## src/rtl/memory_arbiter.sv

```systemverilog
// Round-robin arbiter sharing one single-port synchronous memory between two
// valid/ready requesters, with a hardware zero-fill sweep of the whole array.
module memory_arbiter #(
   parameter int DATA_WIDTH = 8,
   parameter int ADDR_WIDTH = 16
) (
   input  logic                  clk,
   input  logic                  reset,
   input  logic                  clear_req,
   output logic                  clear_busy,
   input  logic                  req0_valid,
   output logic                  req0_ready,
   input  logic                  req0_we,
   input  logic [ADDR_WIDTH-1:0] req0_addr,
   input  logic [DATA_WIDTH-1:0] req0_wdata,
   input  logic                  req1_valid,
   output logic                  req1_ready,
   input  logic                  req1_we,
   input  logic [ADDR_WIDTH-1:0] req1_addr,
   input  logic [DATA_WIDTH-1:0] req1_wdata,
   output logic                  rsp0_valid,
   output logic [DATA_WIDTH-1:0] rsp0_data,
   output logic                  rsp1_valid,
   output logic [DATA_WIDTH-1:0] rsp1_data,
   output logic [ADDR_WIDTH-1:0] mem_address,
   output logic [DATA_WIDTH-1:0] mem_data_input,
   output logic                  mem_write_enable,
   input  logic [DATA_WIDTH-1:0] mem_data_output
);

   // Handshake: a request transfers on a rising edge where reqN_valid and
   // reqN_ready are both high; the requester holds valid and payload until then.

   typedef enum logic {
      IDLE  = 1'b0,
      CLEAR = 1'b1
   } state_t;

   state_t                state_q, state_d;
   logic                  last_grant_q, last_grant_d;
   logic [ADDR_WIDTH-1:0] sweep_q, sweep_d;
   logic                  rsp0_valid_q, rsp0_valid_d;
   logic                  rsp1_valid_q, rsp1_valid_d;
   logic                  can_grant;
   logic                  grant0;
   logic                  grant1;

   // On a tie the requester that did not win last time is served.
   always_comb begin
      can_grant = (state_q == IDLE) && !reset && !clear_req;
      grant0    = can_grant && req0_valid && (!req1_valid || last_grant_q);
      grant1    = can_grant && req1_valid && (!req0_valid || !last_grant_q);
   end

   always_comb begin
      state_d      = state_q;
      sweep_d      = sweep_q;
      last_grant_d = last_grant_q;
      rsp0_valid_d = grant0 && !req0_we;
      rsp1_valid_d = grant1 && !req1_we;
      case (state_q)
         IDLE: begin
            if (clear_req) begin
               state_d = CLEAR;
               sweep_d = '0;
            end else if (grant0) begin
               last_grant_d = 1'b0;
            end else if (grant1) begin
               last_grant_d = 1'b1;
            end
         end
         CLEAR: begin
            sweep_d = sweep_q + 1'b1;
            if (sweep_q == '1) begin
               state_d = IDLE;
            end
         end
         default: state_d = IDLE;
      endcase
   end

   always_ff @(posedge clk) begin
      if (reset) begin
         state_q      <= IDLE;
         last_grant_q <= 1'b1;
         sweep_q      <= '0;
         rsp0_valid_q <= 1'b0;
         rsp1_valid_q <= 1'b0;
      end else begin
         state_q      <= state_d;
         last_grant_q <= last_grant_d;
         sweep_q      <= sweep_d;
         rsp0_valid_q <= rsp0_valid_d;
         rsp1_valid_q <= rsp1_valid_d;
      end
   end

   // Sweep writes are suppressed during reset so an aborted sweep stops at once.
   always_comb begin
      mem_address      = '0;
      mem_data_input   = '0;
      mem_write_enable = 1'b0;
      if (state_q == CLEAR) begin
         mem_address      = sweep_q;
         mem_write_enable = !reset;
      end else if (grant0) begin
         mem_address      = req0_addr;
         mem_data_input   = req0_wdata;
         mem_write_enable = req0_we;
      end else if (grant1) begin
         mem_address      = req1_addr;
         mem_data_input   = req1_wdata;
         mem_write_enable = req1_we;
      end
   end

   assign req0_ready = grant0;
   assign req1_ready = grant1;
   assign clear_busy = (state_q == CLEAR);
   assign rsp0_valid = rsp0_valid_q;
   assign rsp1_valid = rsp1_valid_q;
   assign rsp0_data  = mem_data_output;
   assign rsp1_data  = mem_data_output;

endmodule

```

## config.mk

```make
export PLATFORM = sky130hd
export DESIGN_NAME = memory_arbiter
export DESIGN_NICKNAME = d
export VERILOG_FILES = /design/src/rtl/memory_arbiter.sv
export SDC_FILE = /design/constraint.sdc
export NUM_CORES = 1
export LEC_CHECK = 0
export ABC_AREA = 1
export CORE_AREA = 2 2 68 70
export CTS_CLUSTER_DIAMETER = 30
export DETAILED_ROUTE_END_ITERATION = 16
export DIE_AREA = 0 0 70 72
export GPL_TIMING_DRIVEN = 0
export PLACE_DENSITY = 0.83
export SETUP_SLACK_MARGIN = 0.4
export SLEW_MARGIN = 20
export SYNTH_ARGS = -nofsm -noshare
export SYNTH_HDL_FRONTEND = slang
export SYNTH_SLANG_ARGS = --single-unit
```

## constraint.sdc

```tcl
create_clock -name clk -period 3.5 [get_ports clk]
set_input_delay 0.7 -clock clk [delete_from_list [all_inputs] [get_ports clk]]
set_output_delay 0.7 -clock clk [all_outputs]
set_load 0.05 [all_outputs]
```

==> impl_metrics.env <==
export IMPL_p_per_area_nw_per_um2=249.8
export IMPL_worstMarginPinSlew_ps=515.3
export IMPL_yosysTopAreaCell="dfxtp_1"
export IMPL_antenna_found_initial=0
export IMPL_finalHoldViolCount=0
export IMPL_drt_total_wl_mm=4.900
export IMPL_critPathCaptureType="output port"
export IMPL_fin_cells=402
export IMPL_drt_iter0_markers=71
export IMPL_rr_startpoint="sweep_q[0]"
export IMPL_ant_nets=0
export IMPL_cts_buffers=3
export IMPL_status="completed"
export IMPL_peakVddDrop_v=0.0003646
export IMPL_synth_edf_count=0
export IMPL_final_area_um2=2635
export IMPL_grt_max_degree=12
export IMPL_overflow=0
export IMPL_cp_data_arrival_time_ps=2280
export IMPL_clock_root_buffer="clkbuf_8"
export IMPL_cp_required_ps=2800
export IMPL_synthCells=246
export IMPL_power_leakage_nw=1.173
export IMPL_nets=415
export IMPL_slew_viol_final=0
export IMPL_fin_crit_ps=2977
export IMPL_core_um2=4264
export IMPL_reg2reg_to="sweep_q[10]"
export IMPL_drive_above_1_share_pct=18.29
export IMPL_hold_slack_ps=507.1
export IMPL_rsz0062_at_grt="no"
export IMPL_yosysWarnings=0
export IMPL_synthFlopType="dfxtp_1"
export IMPL_synth_nets=310
export IMPL_postPlaceCellArea_um2=2628
export IMPL_first_pass_iters=4
export IMPL_r2r_setup_slack_ps=2020
export IMPL_die_area_um2=5040
export IMPL_area_growth_pct=68.75
export IMPL_start_kind="primary input"
export IMPL_path_class="in -> out"
export IMPL_holdCritPathClass="reg -> reg"
export IMPL_dp_slack_ps=-175.9
export IMPL_cts_tree="yes"
export IMPL_yosys_area_share_simple_pct=44.47
export IMPL_ys_top_cells_by_count="nand2_1 (91), nand3_1 (28), nor2_1 (21)"
export IMPL_synth_xor_area_share_pct=0.5609
export IMPL_synthAdderAreaFrac_pct=0.8013
export IMPL_pin_count=109
export IMPL_reg2reg_depth=7
export IMPL_hpwl_mm=4.015
export IMPL_clockBufferDepth=2
export IMPL_fin_crit_sh_pct=85.05
export IMPL_netlist_area_um2=1561
export IMPL_fin_ws_ps=523.1
export IMPL_cts_sinks=20
export IMPL_synth_compound_area_share_pct=10.90
export IMPL_vias=1960
export IMPL_synth_mux_area_share_pct=0
export IMPL_synth_most_common_cell="nand2_1"
export IMPL_clk_latency_ps=260
export IMPL_n_antenna_cell=0
export IMPL_io_buffer_count=100
export IMPL_hold_depth=2
export IMPL_post_route_drc_count=0
export IMPL_setup_viol=0
export IMPL_ys_types=29
export IMPL_die_width_um=70
export IMPL_cts_hold_buf=0
export IMPL_finClkSkew_ps=1.257
export IMPL_grt_pass1_vias=1767
export IMPL_synth_area_per_cell_um2=6.348
export IMPL_ys_ff_latch=20
export IMPL_place_congestion=0.8665
export IMPL_row_count=24
export IMPL_htreeDepth=1
export IMPL_synthArstFlopShare_pct=0
export IMPL_postCtsSetupBuffers=0
export IMPL_max_slew_margin_pct=65.54
export IMPL_vias_per_cell=4.876
export IMPL_ys_top_cells_by_area="dfxtp_1 (26%), nand2_1 (22%), nand3_1 (9.0%)"
export IMPL_hold_path_startpoint="sweep_q[14]"
export IMPL_timing_fmax_mhz=335.9
export IMPL_tns_ps=0
export IMPL_wire_per_inst_um=12.19
export IMPL_cp_max_fo=9
export IMPL_n_fill_cell=413
export IMPL_whs_endpoint="sweep_q[14]"
export IMPL_drv_cap=0
export IMPL_seq_area_frac_synth_pct=25.64
export IMPL_netlist_area_leader_share_pct=25.64
export IMPL_dp_cells=398
export IMPL_grt_pass1_wl_mm=7.859
export IMPL_track_usage_pct=18.72
export IMPL_die_y_um=72
export IMPL_initial_utilization_pct=36.62
export IMPL_cts_clk_slew_worst_paths_ps=70
export IMPL_synth_top_family_by_area="simple AND/OR/NAND/NOR gates"
flip-flops by register name, indices dropped and copies added (netlist names):
| name | cells |
|---|---|
| sweep_q | 16 |
| clear_busy | 1 |
| last_grant_q | 1 |
| rsp0_valid | 1 |
| rsp1_valid | 1 |
cell usage in the layout, fill, tap and decap left out, drive strengths merged, types with 3 or more instances in the layout:
master / n
nor2: 25
nand2: 91
nor3: 5
a21oi: 4
clkdlybuf4s15: 11
clkbuf: 4
inv: 23
nand4: 3
nand3: 29
o21ai: 7
dfxtp: 20
a22o: 9
buf: 38
clkdlybuf4s50: 72
power by group:
part	switching, mW	total (mW)	internal [mW]
clock	0.0737	0.174	0.100
combinational	0.137	0.250	0.113
sequential	0.00407	0.235	0.231
total	0.215	0.658	0.443
layout make-up:
type	count	area (um^2)	share of cell area, %
well taps	52	65.06	2.469
inverters	23	88.84	3.371
clock buffers	4	55.05	2.089
flip-flops and latches	20	400.4	15.19
multi-input cells	181	885.9	33.62
repair buffers	100	953.4	36.18
plain buffers	22	186.4	7.075
worst max path at each step:
stage	start	end	slack, ps	cells past startpoint
2_1_floorplan	clear_req	mem_address[10]	1030	6
3_3_place_gp	reset	mem_write_enable	-170	8
3_5_place_dp	reset	mem_write_enable	-180	8
4_1_cts	clear_req	mem_data_input[7]	510	6
5_1_grt	clear_req	mem_address[2]	400	8
6_report	clear_req	mem_data_input[7]	520	6
worst max-delay path: stages:
cell and delay, ps:
clkdlybuf4s50_1 420, inv_1 120, nand3_4 170, nor2_8 230, a22o_2 160, clkdlybuf4s15_1 480
stage by stage:
step / power [mW] / util (%)
after global placement: 0.4944 / 61.62
after floorplan: 0.3815 / -
after global routing: 0.6902 / 61.80
after CTS: 0.6684 / 62.24
final: 0.6583 / 61.80
after detailed placement: 0.4969 / 61.62
timing repair:
item,4_1_cts,5_1_grt
pin swaps,0,0
setup endpoints to repair,27,3
gates cloned,0,0
gates resized for setup,113,6
layer usage:
| layer | GRT usage, % | vias to the layer above | wire (um) |
|---|---|---|---|
| met4 | 4.915 | 0 | 57 |
| met5 | 0 | - | 0 |
| met3 | 5.417 | 6 | 455 |
| li1 | - | 989 | - |
| met1 | 22.05 | 869 | 1980 |
| met2 | 33.54 | 96 | 2406 |
kinds of logic (layout without fill, tap and decap cells):
| family | count (synthesis) | in the layout |
|---|---|---|
| and+or+nand+nor | 156 | 156 |
| buffers and inverters | 45 | 149 |
| AOI/OAI and AO/OA | 23 | 23 |
| DFF | 20 | 20 |
| adders and majority gates | 1 | 1 |
| xor gates and xnor gates | 1 | 1 |
Note: power is estimated with default switching activity, not from simulation.
